## config.mk

```make
export PLATFORM = sky130hd
export DESIGN_NAME = lift_scheduler
export DESIGN_NICKNAME = d
export VERILOG_FILES = /design/src/rtl/lift_pkg.sv /design/src/rtl/lift_timer.sv /design/src/rtl/lift_scheduler.sv
export SDC_FILE = /design/constraint.sdc
export NUM_CORES = 1
export LEC_CHECK = 0
export ABC_AREA = 1
export CORE_MARGIN = 10
export CORE_UTILIZATION = 48
export DETAILED_ROUTE_END_ITERATION = 10
export PLACE_DENSITY = 0.75
export SLEW_MARGIN = 20
export SYNTH_ARGS = -nofsm -noshare
export SYNTH_HDL_FRONTEND = slang
export SYNTH_HIERARCHICAL = 1
export SYNTH_SLANG_ARGS = --single-unit
```

## constraint.sdc

```tcl
create_clock -name clk -period 1.93 [get_ports clk]
set_input_delay 0.386 -clock clk [delete_from_list [all_inputs] [get_ports clk]]
set_output_delay 0.386 -clock clk [all_outputs]
set_load 0.1 [all_outputs]
```

## src/rtl/lift_pkg.sv

```systemverilog
// Shared lift types: FSM states, direction codes, one-hot floors.
// Also used by the floor display block.
package lift_pkg;

   typedef enum logic [1:0] {
      S_IDLE      = 2'd0,
      S_MOVE_UP   = 2'd1,
      S_MOVE_DOWN = 2'd2,
      S_DOOR_OPEN = 2'd3
   } state_t;

   localparam logic [1:0] DIR_IDLE = 2'b00;
   localparam logic [1:0] DIR_UP   = 2'b01;
   localparam logic [1:0] DIR_DOWN = 2'b10;

   localparam logic [2:0] FLOOR0 = 3'b001;
   localparam logic [2:0] FLOOR1 = 3'b010;
   localparam logic [2:0] FLOOR2 = 3'b100;

   // Floors strictly above / below a one-hot floor
   function automatic logic [2:0] above_mask(input logic [2:0] fl);
      return ~(fl | (fl - 3'd1));
   endfunction

   function automatic logic [2:0] below_mask(input logic [2:0] fl);
      return fl - 3'd1;
   endfunction

endpackage

```

## src/rtl/lift_timer.sv

```systemverilog
// Cycle timer for travel and door phases.
// Load restarts at zero; done flags the final count.
module lift_timer #(
   parameter int W = 4
) (
   input  logic         clk,
   input  logic         rst_n,
   input  logic         load,
   input  logic [W-1:0] limit,
   output logic         done
);

   logic [W-1:0] count;

   always_ff @(posedge clk) begin
      if (!rst_n) begin
         count <= '0;
      end else if (load) begin
         count <= '0;
      end else begin
         count <= count + 1'b1;
      end
   end

   assign done = (count == limit);

endmodule

```

## src/rtl/lift_scheduler.sv

```systemverilog
// Three-floor lift scheduler: call latching, travel and door FSM.
// One timer is shared since travel and door phases never overlap.
module lift_scheduler
   import lift_pkg::*;
#(
   parameter int TRAVEL_CYCLES = 8,
   parameter int DOOR_CYCLES   = 4
) (
   input  logic       clk,
   input  logic       rst_n,
   input  logic [2:0] call_req,
   output logic [2:0] floor_state,
   output logic [1:0] direction,
   output logic       door_open,
   output logic [2:0] pending,
   output logic       busy
);

   localparam int MAXC = (TRAVEL_CYCLES > DOOR_CYCLES) ?
                         TRAVEL_CYCLES : DOOR_CYCLES;
   localparam int CW = $clog2(MAXC) + 1;
   localparam logic [CW-1:0] TRAVEL_LIM = CW'(TRAVEL_CYCLES - 1);
   localparam logic [CW-1:0] DOOR_LIM   = CW'(DOOR_CYCLES - 1);

   state_t      state, state_nx;
   logic [2:0]  floor_nx, pend_nx, pend_in;
   logic [2:0]  look_floor, look_pend;
   logic        last_up, last_up_nx;
   logic        in_door, door_restart, decide, pref_up;
   logic        up_p, dn_p;
   logic        tmr_load, tmr_done;
   logic [CW-1:0] tmr_limit;

   lift_timer #(.W(CW)) u_timer (
      .clk   (clk),
      .rst_n (rst_n),
      .load  (tmr_load),
      .limit (tmr_limit),
      .done  (tmr_done)
   );

   always_ff @(posedge clk) begin
      if (!rst_n) begin
         state       <= S_IDLE;
         floor_state <= FLOOR0;
         pending     <= 3'b000;
         last_up     <= 1'b1;
      end else begin
         state       <= state_nx;
         floor_state <= floor_nx;
         pending     <= pend_nx;
         last_up     <= last_up_nx;
      end
   end

   always_comb begin
      in_door      = (state == S_DOOR_OPEN);
      door_restart = in_door && |(call_req & floor_state);
      // A call to the open-door floor only holds the door
      pend_in      = pending |
                     (call_req & ~(in_door ? floor_state : 3'b000));
      state_nx     = state;
      floor_nx     = floor_state;
      pend_nx      = pend_in;
      last_up_nx   = last_up;
      decide       = 1'b0;
      look_floor   = floor_state;
      look_pend    = pending;
      pref_up      = 1'b1;
      unique case (state)
         S_IDLE: begin
            decide = 1'b1;
         end
         S_MOVE_UP: begin
            decide     = tmr_done;
            look_floor = {floor_state[1:0], 1'b0};
            look_pend  = pend_in;
            pref_up    = 1'b1;
         end
         S_MOVE_DOWN: begin
            decide     = tmr_done;
            look_floor = {1'b0, floor_state[2:1]};
            look_pend  = pend_in;
            pref_up    = 1'b0;
         end
         S_DOOR_OPEN: begin
            decide  = tmr_done && !door_restart;
            pref_up = last_up;
         end
      endcase
      up_p = |(look_pend & above_mask(look_floor));
      dn_p = |(look_pend & below_mask(look_floor));
      if (decide) begin
         floor_nx = look_floor;
         if (|(look_pend & look_floor)) begin
            state_nx = S_DOOR_OPEN;
            pend_nx  = pend_in & ~look_floor;
         end else if (up_p && (pref_up || !dn_p)) begin
            state_nx   = S_MOVE_UP;
            last_up_nx = 1'b1;
         end else if (dn_p) begin
            state_nx   = S_MOVE_DOWN;
            last_up_nx = 1'b0;
         end else begin
            state_nx = S_IDLE;
         end
      end
   end

   assign tmr_load  = (state == S_IDLE) || tmr_done || door_restart;
   assign tmr_limit = in_door ? DOOR_LIM : TRAVEL_LIM;

   always_comb begin
      direction = DIR_IDLE;
      if (state == S_MOVE_UP)   direction = DIR_UP;
      if (state == S_MOVE_DOWN) direction = DIR_DOWN;
   end

   assign door_open = (state == S_DOOR_OPEN);
   assign busy      = (state != S_IDLE) || (|pending);

endmodule

```

==> Word level (Yosys, flattened, before mapping) <==
Index checks and enable logic that the tools add are counted.
{ "word_totals": {"romBits": 0, "ram_bits": 0, "out_inout_bits": 10, "in_bits": 5, "memories": 0, "regBits": 13, "latchBits": 0} }
{ "classes": {"reduce_logical": 20, "bitwise_logic": 13, "addsub": 2, "mul": 0, "magnitude_cmp": 0, "shift": 0, "div": 0, "n_eq_ne": 4, "mux": 15} }
{ "ops": {"columns": ["op", "n"], "rows": [
  ["3-bit AND", 6],
  ["3-bit two-way mux", 5],
  ["3-bit OR reduction", 5],
  ["3-bit NOT", 3],
  ["2-bit two-way mux", 4],
  ["3-bit bitwise OR", 2],
  ["3-bit case mux with 2 select lines", 1],
  ["4-bit by 1-bit adder with 4-bit output, second input constant", 1],
  ["2-bit == test, second input constant", 2],
  ["4-bit by 3-bit == test with 1-bit output", 1],
  ["1-bit logical OR", 4],
  ["2-bit nonzero test", 2],
  ["2-bit OR reduction", 2],
  ["1-bit logical AND", 3],
  ["1-bit two-way mux", 3],
  ["1-bit case mux with 3 select lines", 1],
  ["3-bit AND reduction", 1],
  ["3-bit by 1-bit subtractor with 3-bit output, second input constant", 1],
  ["2-bit by 1-bit == test with 1-bit output, second input constant", 1],
  ["1-bit logical NOT", 2],
  ["2-bit logical NOT", 1],
  ["1-bit NOT", 2],
  ["1-bit case mux with 2 select lines", 1]
]} }

==> Longest topological paths before layout <==
Gate-level depths: netlist (run 1).
{ "depth": {"ltp_word": 13, "depth_mapped": 17, "mapped_depth_nobuf": 17} }

==> Hierarchy <==
Netlist (run 1), hierarchy kept.
{ "modules_own_cells": {"columns": ["module", "instances", "seq_area_each_um2", "cells_per_inst", "area_per_inst_um2"], "rows": [
  ["lift_scheduler", 1, 180.2, 129, 817.0],
  ["lift_timer", 1, 80.1, 32, 214.0]
]} }

==> Worst setup path before layout (run 1) <==
No wires, ideal clock.
{ "synth_path": {"path_kind": "register to register", "from": "register state[0]", "to": "register last_up", "n_path_buf": 0, "stages_incl_launch_ff": 18, "path_slack_ps": -620, "required_ps": 1813, "arrival_ps": 2433, "path_cell_list": "dfxtp_1 -> inv_1 -> ha_1 -> nand2_1 -> nand2_1 -> nand2_1 -> nand2_1 -> inv_1 -> nand2_1 -> ha_1 -> nand3_1 -> nand2_1 -> inv_2 -> nand2_2 -> nor2_1 -> nor2_1 -> nand2_1 -> nand3_2"} }
{ "synth_via": {"elab_chain_len": 13, "word_cells_on_any_way": 34, "cone_classes": "add/sub (1); eq/ne (4); mux (7); bitwise (9); reduce/logical (13)"} }
{ "synth_rtl": {"columns": ["element", "line_no", "source"], "rows": [
  ["start: declaration", "lift_scheduler.sv:25", "state_t state, state_nx;"],
  ["start signal: assignment", "lift_scheduler.sv:49", "state <= state_nx;"],
  ["parallel branches: the longest is 13 deep, another holds 3-bit by 1-bit subtractor with 3-bit output", null, null],
  ["end signal: assignment", "lift_scheduler.sv:52", "last_up <= last_up_nx;"],
  ["end: declaration", "lift_scheduler.sv:28", "logic last_up, last_up_nx;"]
]} }
Parallel ways; which one is timed is not known.
A chain may end at the register's enable or synchronous reset.

==> Worst setup path after layout (run 1) <==
Same ends and word-level chain as after synthesis.

==> results of run 1 <==
## metrics by stage
| stage | TNS [ns] | power (mW) | hold slack [ns] |
|---|---|---|---|
| 6_report | 0 | 2.54 | 0.485 |
| 5_1_grt | -0.271 | 2.71 | 0.533 |
| 4_1_cts | 0 | 2.33 | 0.482 |
| 3_5_place_dp | -0.232 | 2.08 | 0.462 |
| 3_3_place_gp | -0.0428 | 2.04 | 0.452 |
| 2_1_floorplan | -0.0346 | 1.61 | 0.441 |
## state kept, by name, indices dropped and copies added, names as in the netlist
register,flops
state,2
u_timer/count,4
floor_state,3
pending,3
last_up,1
## what timing repair did
| action | CTS | global route |
|---|---|---|
| setup endpoints to repair | 3 | 8 |
| pin swaps | 0 | 13 |
| hold buffers | 0 | 0 |
| gates resized for setup | 7 | 15 |
| setup buffers | 2 | 6 |
## layout make-up
class | instances | area [µm²] | share of cell area, %
Clock buffer | 4 | 26.3 | 1.67
Multi-Input combinational cell | 123 | 753 | 48.0
Sequential cell | 13 | 283 | 18.0
Inverter | 26 | 105 | 6.70
Timing Repair Buffer | 34 | 368 | 23.4
Tap cell | 27 | 33.8 | 2.15
## cells in the mapped netlist, drive strengths merged
cell	n	area (µm²)
o211ai	1	7.51
nand3	17	110
nor2	13	58.8
xnor2	3	26.3
conb	2	7.51
nand4	2	12.5
inv	26	100
or2	1	6.26
nand2	56	238
o21ai	10	50.0
ha	7	87.6
a21oi	8	43.8
dfxtp	13	260
buf	2	22.5
## power by group through the flow
stage / clock [mW] / sequential, mW / combinational, mW
floorplan: 0 / 0.534 / 1.08
global placement: 0 / 0.393 / 1.65
detailed placement: 0 / 0.400 / 1.68
CTS: 0.171 / 0.397 / 1.76
global route: 0.192 / 0.416 / 2.10
finish: 0.183 / 0.406 / 1.95
## layer usage
layer	up-vias	part of all wire (%)	track usage [%]
li1	575	-	-
met1	545	40	15.2
met2	62	48	24.5
met3	10	9.5	4.92
met4	0	2.2	6.28
met5	-	0	0
## worst reg2reg max path: stages (launching register included)
cell and delay (ns):
dfxtp_4 0.37, inv_4 0.04, buf_6 0.11, ha_4 0.17, nand2_2 0.09, nand2_2 0.06
nand2_2 0.07, nand2_2 0.07, inv_2 0.05, nand2_2 0.06, ha_4 0.24, nand3_2 0.06
nand2_2 0.05, inv_2 0.05, nand2_2 0.06, nor2_1 0.10, nor2_1 0.05, nand2_1 0.06
nand3_2 0.05
## cells by family after synthesis
family | Yosys count | share of synthesized area, %
simple gates | 89 | 41.3
buf+inv | 28 | 11.9
compound gates | 19 | 9.83
flops | 13 | 25.2
fa+ha+maj | 7 | 8.49
xor+xnor | 3 | 2.55
other cells | 2 | 0.728
## how the worst max path moves through the flow
stage,start,to,cells past startpoint
2_1_floorplan,state[1],last_up,17
3_3_place_gp,state[1],last_up,14
3_5_place_dp,state[1],last_up,14
4_1_cts,state[1],last_up,18
5_1_grt,state[0],last_up,18
6_report,state[0],last_up,18
==> summary.md, run 1 <==
| Metric | Value |
|---|---|
| Status | completed |
| HPWL Detailed | approximately 2200 µm |
| Worst VDD drop | approximately 1100 µV |
| Maximum fanout along the worst path | 4 |
| Layout cell share with drive strength beyond 1 | between 40 and 50% |
| Crit path cell chain | inv_4 > buf_6 > ha_4 > nand2_2 > nand2_2 > nand2_2 > nand2_2 > inv_2 > nand2_2 > ha_4 > nand3_2 > nand2_2 > inv_2 > nand2_2 > nor2_1 > nor2_1 > nand2_1 > nand3_2 |
| H-tree level count | 1 |
| Commonest non-fill, non-tap cell in the layout | nand2_1 |
| DRC viols | 0 |
| Vias | between 1000 and 1500 |
| DP Area | 1400 µm² |
| Num CTS Buffers | 3 |
| Post-route cell area | about 1600 µm² |
| Post-synth design cell area | ~1000 µm² |
| Final Critical Period | around 1.9 ns |
| First-pass GRT wire length | just over 5000 µm |
| Worst-skew pair later-pin latency | a little under 0.3 ns |
| Crit-path slowest cell | dfxtp_4 |
| Switching pwr | ~1.4 mW |
| GR Overflow Total | 0 |
| Initial antenna violation count | 0 |
| Post-Syn Area per Cell | 6.40 µm² |
| Placer Congestion | 0.832 |
| CP Capture Type | register |
| Remaining antenna violation count | 0 |
| Fmax | ~520 MHz |
| Reg-to-reg critical path endpoint | last_up |
| Via-to-Cell Ratio | 5.25 |
| Pre-Repair DR Iteration Count | 4 |
| Worst path bufs/invs | 4 |
| CTS tree | built |
| CP top delay family | simple AND/OR/NAND/NOR gates |
| WL/cell | 14.0 µm |
| Lkg Pwr | around 0.74 nW |
| Comb pwr share | 76.8% |
| Die height | around 66 µm |
| Final Net Count | about 210 |
| R2R setup slack | approximately 0.016 ns |
| Setup-failing EPs final | 0 |
| Fillers | between 100 and 150 |
| CP dominant cell by count | nand2_2 |
| Drt initial violations | 45 |
| Fin. Hold Viols | 0 |
| Die area | around 4400 µm² |
| Slew Viols, Final | 0 |
| FF+latch count, synth | 13 |
| RSZ-0062 raised after global routing | yes |
| Min-delay src | last_up |
| ANT cells | 0 |
| CP Data Arrival Time | 2.09 ns |
| Largest net degree at the start of global routing | 10 |
| Final Skew | 0.00668 ns |
| Clock Root Buffer | clkbuf_4 |
| Most frequent cells in the layout | nand2_1 (36), nand2_2 (20), buf_4 (19) |
| Num rows | 16 |
| PwrDens | between 1500 and 2000 nW/µm² |
| Setup ws final | around 0.016 ns |
| Cell count after synthesis | ~160 |
| Sequential area share after synthesis | ~25% |
| Clk slew on worst S/H paths | about 0.09 ns |
| Ports | 15 |
| Startpoint Class | register |
| Max stage delay on crit path | about 0.37 ns |
| Port bufs | 14 |
| DP Cell Count | about 220 |
| Reg2Reg Depth | 18 |
| Internal power | about 1.2 mW |
| Cell variety after synth | 22 |
| Layout Cells excl Fill | about 230 |
| Setup CP Type | reg -> reg |
| Hold Crit Class | reg -> reg |
| Maxcap violations | 0 |
| Clk sinks | 13 |
| Sequential share of power | between 10% and 20% |
| Required time worst endpoint | around 2.1 ns |
| Post-Route Utilization | 78.4% |
| Number of global-route vias before repair | roughly 1100 |
| Placeable Area | approximately 2000 µm² |
| Yosys warnings | 6 |
| Hold Crit Depth | 2 |
| Final WL | 3170 µm |
| Chip width | 66.3 µm |
| Initial Util | 51.5% |
| Part of the power in the clock network | under 10% |
| GRT Util Overall | 14.2% |
| Area grow syn2layout | 52.2% |
| Reg2Reg Launch Point | state[0] |
| Net Sw Frac | roughly 53% |
| Period utilization | 99.2% |
| Clock buffer depth | 2 |
| Hold worst-path end | last_up |
| Setup WS pre-CTS | -0.102 ns |
No activity file was read; power rests on OpenSTA's default activity.
==> inputs of run 2 (changes only) <==
--- a/config.mk
+++ b/config.mk
@@ -9,7 +9,7 @@
 export CORE_MARGIN = 10
 export CORE_UTILIZATION = 48
 export DETAILED_ROUTE_END_ITERATION = 10
-export PLACE_DENSITY = 0.75
+export PLACE_DENSITY = 0.73
 export SLEW_MARGIN = 20
 export SYNTH_ARGS = -nofsm -noshare
 export SYNTH_HDL_FRONTEND = slang
==> summary.md, run 2 (synthesis gave the netlist of run 1 again) <==
| Metric | Value |
|---|---|
| Status | finished with violations |
| Failing checks | negative setup slack |
| Net Sw Frac | a little over half |
| Maximum fanout along the worst path | 3 |
| Vias | 1137 |
| Post-Route Utilization | around 77% |
| Setup-failing EPs final | 1 |
| Slew Viols, Final | 0 |
| Die area | 4400 µm² |
| Number of global-route vias before repair | 1124 |
| GRT Util Overall | between 10% and 20% |
| # hold bufs at CTS | 0 |
| Worst VDD drop | between 1500 and 2000 µV |
| Initial antenna violation count | 0 |
| Internal power | 1.15 mW |
| CP Data Arrival Time | about 2.1 ns |
| Pre-Repair DR Iteration Count | 4 |
| Period utilization | 101% |
| Via-to-Cell Ratio | approximately 5.0 |
| Worst path bufs/invs | 6 |
| ANT cells | 0 |
| Setup TNS | -0.0103 ns |
| GR Overflow Total | 0 |
| Final Critical Period | 1.94 ns |
| Num CTS Buffers | 3 |
| Worst-skew pair later-pin latency | ~0.28 ns |
| Top Registers | u_timer/count: 4 flops, floor_state: 3 flops, pending: 3 flops |
| Multi-input gate area | roughly 740 µm² |
| Met2 routed WL | approximately 1500 µm |
| Final WL | between 2000 and 3000 µm |
| Commonest non-fill, non-tap cell in the layout | nand2_1 |
| CP Capture Type | register |
| Reg-to-reg critical path endpoint | last_up |
| Comb pwr share | roughly 77% |
| Port bufs | 14 |
| Largest register FFs | 4 |
| Maxcap violations | 0 |
| Sequential share of power | between 10% and 20% |
| Clock Root Buffer | clkbuf_4 |
| Fmax | 515 MHz |
| R2R setup slack | -0.01 ns |
| Largest net degree at the start of global routing | 10 |
| H-tree level count | 1 |
| Lkg Pwr | around 0.74 nW |
| Max layer used | met4 |
| M1 wire length | around 1300 µm |
| Fillers | about 160 |
| Clk slew on worst S/H paths | ~0.09 ns |
| WL met3 | around 190 µm |
| Startpoint Class | register |
| Fin. Hold Viols | 0 |
| Setup ws final | -0.0103 ns |
| Clk sinks | 13 |
| Reg2Reg Depth | 16 |
| CTS tree | built |
| Reg2Reg Launch Point | state[1] |
| Initial Util | between 50% and 60% |
| Final hold slack | ~0.48 ns |
| Part of the power in the clock network | under 10% |
| Most frequent cells in the layout | nand2_1 (39), buf_4 (21), inv_1 (17) |
| Hold worst-path end | last_up |
| HPWL Detailed | 2110 µm |
| CP top delay family | buffers and inverters |
| Final Skew | roughly 0.0043 ns |
| Die height | ~66 µm |
| Drt initial violations | 63 |
| First-pass GRT wire length | 4920 µm |
| Required time worst endpoint | approximately 2.1 ns |
| Area grow syn2layout | 50.0% |
| Final Net Count | roughly 210 |
| Num rows | 16 |
| Switching pwr | between 1 and 1.5 mW |
| Clock buffer depth | 2 |
| RSZ-0062 raised after global routing | yes |
| Crit-path slowest cell | dfxtp_4 |
| Max stage delay on crit path | between 0.3 and 0.4 ns |
| PwrDens | 1610 nW/µm² |
| Min-delay src | last_up |
| Setup CP Type | reg -> reg |
| Hold Crit Class | reg -> reg |
| DP Area | 1400 µm² |
| WL/cell | about 13 µm |
| Chip width | 66.3 µm |
| Ports | 15 |
| Placer Congestion | just under 0.9 |
| Hold Crit Depth | 2 |
| FF/Latch Area | approximately 280 µm² |
| Placeable Area | between 2000 and 2500 µm² |
| DRC viols | 0 |
| CP dominant cell by count | buf_4 |
| Post-route cell area | about 1500 µm² |
| Remaining antenna violation count | 0 |
| Crit path cell chain | inv_2 > buf_6 > ha_4 > nand2_4 > buf_4 > buf_4 > buf_4 > buf_4 > nand3_1 > nand3_1 > nand3_2 > nand2_2 > nor2_1 > nor2_1 > nand2_1 > nand3_2 |
| Biggest register | u_timer/count |
| Layout cell share with drive strength beyond 1 | just over 40% |
[run 2: cell types whose count changed in the layout (fill, tap and decap cells not counted)]
cell	before	now
buf_4	19	21
nand2_1	36	39
nor2_2	1	3
ha_4	5	4
nor2_1	11	9
ha_1	2	3
nand3_2	6	5
nand2_4	0	1
nand3_1	11	12
nand2_2	20	16
buf_6	4	2
[run 2: repair_timing]
item,4_1_cts,5_1_grt
pin swaps,3,10
endpoints found under the hold margin,0,0
resized for setup,8,10
buffers inserted,7,1
setup endpoints to repair,3,8
[run 2: worst max path at each step]
stage,slack (ns),to,from,cells past startpoint
6_report,-0.01,last_up,state[1],16
3_5_place_dp,-0.12,last_up,state[1],14
3_3_place_gp,-0.05,last_up,state[1],14
4_1_cts,0.003,last_up,state[0],18
2_1_floorplan,-0.03,last_up,state[1],17
5_1_grt,-0.13,last_up,state[0],17
[run 2: metrics by stage]
stage / setup slack [ns] / std cells / total power [mW]
final: -0.0103 / 227 / 2.49
after global routing: -0.125 / 227 / 2.66
after CTS: 0.00340 / 226 / 2.38
after detailed placement: -0.117 / 215 / 2.07
after global placement: -0.0539 / 215 / 2.04
after floorplan: -0.0346 / 164 / 1.61
[run 2: layout make-up]
type | count | area share (%)
Tap cell | 27 | 2.18
Timing Repair Buffer | 34 | 23.3
Sequential cell | 13 | 18.3
Multi-Input combinational cell | 123 | 47.7
Inverter | 26 | 6.80
Clock buffer | 4 | 1.70
[run 2: worst reg2reg max path, stage by stage (launching register included)]
cell and delay (ns):
dfxtp_4 0.35, inv_2 0.08, buf_6 0.11, ha_4 0.15
nand2_4 0.06, buf_4 0.13, buf_4 0.12, buf_4 0.12
buf_4 0.12, nand3_1 0.08, nand3_1 0.10, nand3_2 0.09
nand2_2 0.07, nor2_1 0.09, nor2_1 0.05, nand2_1 0.06
nand3_2 0.05
[run 2: metal layers]
metal  global-route usage [%]  vias to the layer above
li1                         -                      577
met4                     5.76                        0
met2                     23.9                       29
met5                        0                        -
met1                     15.8                      524
met3                     4.41                        7
[run 2: power by group through the flow]
stage | logic (mW) | registers [mW] | clock network [mW]
6_report | 1.91 | 0.404 | 0.179
5_1_grt | 2.06 | 0.415 | 0.191
4_1_cts | 1.81 | 0.394 | 0.179
3_5_place_dp | 1.67 | 0.398 | 0
3_3_place_gp | 1.65 | 0.394 | 0
2_1_floorplan | 1.08 | 0.534 | 0
==> inputs of run 3 (changes only) <==
--- a/config.mk
+++ b/config.mk
@@ -7,9 +7,10 @@
 export LEC_CHECK = 0
 export ABC_AREA = 1
 export CORE_MARGIN = 10
-export CORE_UTILIZATION = 48
+export CORE_UTILIZATION = 53
 export DETAILED_ROUTE_END_ITERATION = 10
-export PLACE_DENSITY = 0.73
+export PLACE_DENSITY = 0.76
+export RECOVER_POWER = 50
 export SLEW_MARGIN = 20
 export SYNTH_ARGS = -nofsm -noshare
 export SYNTH_HDL_FRONTEND = slang
==> constraint.sdc (replaced) <==
create_clock -name clk -period 1.9 [get_ports clk]
set_input_delay 0.38 -clock clk [delete_from_list [all_inputs] [get_ports clk]]
set_output_delay 0.38 -clock clk [all_outputs]
set_load 0.1 [all_outputs]
==> summary.md, run 3 (synthesis gave the netlist of run 1 again) <==
| Metric | Value |
|---|---|
| Setup ws final | -0.198 ns |
| Clk slew on worst S/H paths | 0.07 ns |
| Drt initial violations | between 150 and 200 |
| Worst-skew pair later-pin latency | about 0.29 ns |
| CP Capture Type | register |
| Worst path bufs/invs | 3 |
| Chip width | roughly 64 µm |
| Crit path cell chain | inv_2 > ha_4 > nand3_2 > o21ai_2 > inv_1 > ha_4 > nand3_1 > inv_1 > nor2_2 > a21oi_2 > nor2_1 > nor2_1 |
| Clock Root Buffer | clkbuf_4 |
| Biggest register | u_timer/count |
| Most frequent cells in the layout | nand2_1 (36), nand2_2 (19), buf_4 (18) |
| DRC viols | 0 |
| Required time worst endpoint | 2.07 ns |
| Final Critical Period | between 2 and 2.5 ns |
| Remaining antenna violation count | 0 |
| GRT Util Overall | about 16% |
| Placeable Area | 1780 µm² |
| Slew Viols, Final | 0 |
| Area grow syn2layout | 52.7% |
| Num CTS Buffers | 3 |
| WL/cell | 21.1 µm |
| H-tree level count | 1 |
| ANT cells | 0 |
| Initial Util | around 58% |
| CTS tree | built |
| Worst slew pin tran | roughly 0.54 ns |
| Switching pwr | 1.61 mW |
| Net Sw Frac | a little under three fifths |
| Crit-path slowest cell | dfxtp_4 |
| Sequential share of power | 14.8% |
| Number of global-route vias before repair | around 1200 |
| Fin. Hold Viols | 0 |
| RSZ-0062 raised after global routing | yes |
| Fmax | 477 MHz |
| Placer Congestion | around 0.90 |
| Setup CP Type | reg -> reg |
| Setup-failing EPs final | 9 |
| Status | finished with violations |
| Setup TNS | -1.10 ns |
| CP top delay family | simple AND/OR/NAND/NOR gates |
| Die height | between 60 and 70 µm |
| Maximum fanout along the worst path | 8 |
| Commonest non-fill, non-tap cell in the layout | nand2_1 |
| HPWL Detailed | approximately 2200 µm |
| Clk sinks | 13 |
| Pre-Repair DR Iteration Count | 7 |
| Ports | 15 |
| R2R setup slack | -0.20 ns |
| Post-Route Utilization | a little under 90% |
| Final Skew | between 0.01 and 0.015 ns |
| Num rows | 15 |
| Final WL | roughly 4800 µm |
| GR Overflow Total | 0 |
| Maxcap violations | 0 |
| Max stage delay on crit path | 0.35 ns |
| Port bufs | 14 |
| Top Registers | u_timer/count: 4 flops, floor_state: 3 flops, pending: 3 flops |
| Worst VDD drop | around 1400 µV |
| Layout cell share with drive strength beyond 1 | a little over two fifths |
| Comb pwr share | approximately 80% |
| Largest net degree at the start of global routing | 10 |
| PwrDens | about 1800 nW/µm² |
| First-pass GRT wire length | ~5300 µm |
| Initial antenna violation count | 0 |
| Vias | around 1400 |
| CP Data Arrival Time | around 2.3 ns |
| Lkg Pwr | about 0.75 nW |
| Slew headroom | a little under two thirds |
| Largest register FFs | 4 |
| Startpoint Class | register |
| Die area | about 4000 µm² |
| Clock buffer depth | 2 |
| Final Net Count | ~210 |
| Period utilization | 110% |
| Failing checks | negative setup slack |
| Hold Crit Class | reg -> reg |
| Internal power | approximately 1.2 mW |
| Via-to-Cell Ratio | ~6.2 |
| Part of the power in the clock network | between 6 and 7% |
-- run 3: changes by cell type in the layout (fill, tap and decap cells not counted), sizes merged --
cell	change
buf	-2
clkbuf	+3
-- run 3: path summary, 6_finish.rpt --
kind / from / to / cells past startpoint
hold / removal: last_up / last_up / 2
hold reg to reg: last_up / last_up / 2
setup reg to reg: state[1] / state[0] / 12
setup / recovery: state[1] / state[0] / 12
-- run 3: cell type report --
cell class                      instances  area, µm²
Sequential cell                        13        283
Multi-Input combinational cell        123        767
Tap cell                               25       31.3
Fill cell                              87        209
Clock buffer                            4       26.3
Timing Repair Buffer                   35        364
Inverter                               26        103
-- run 3: power by group through the flow --
stage	Clock, mW	Sequential (mW)	Combinational, mW
after floorplan	0	0.543	1.11
final	0.181	0.421	2.25
after global routing	0.194	0.428	2.34
after global placement	0	0.400	1.68
after detailed placement	0	0.404	1.73
after CTS	0.179	0.400	1.82
-- run 3: tightest hold or removal path, cell delays in order (launching register included) --
cell and delay [ns]:
dfxtp_1 0.33, nand2_1 0.10, nand3_2 0.07
-- run 3: what timing repair did --
item / CTS / global route
hold buffers: 0 / 0
setup endpoints to repair: 3 / 9
buffers inserted: 5 / 5
gates resized for setup: 7 / 15
endpoints found under the hold margin: 0 / 0
pin swaps: 6 / 12
-- run 3: metal layers --
layer  global-route usage, %  up-vias  share of wire, %
met5                       0        -                 0
met4                    6.42        0               9.5
met3                    8.36       67                14
met2                    26.1      165                42
met1                    16.7      600                35
li1                        -      575                 -
-- run 3: per-stage QoR --
stage	instance area [µm²]	cells	total power [mW]	setup slack, ns	hold WS, ns
floorplan	1100	164	1.65	-0.0358	0.441
global placement	1410	213	2.08	-0.0649	0.452
detailed placement	1410	213	2.13	-0.145	0.454
CTS	1490	221	2.39	-0.0000517	0.472
global route	1570	226	2.97	-0.359	0.563
finish	1570	226	2.85	-0.198	0.548
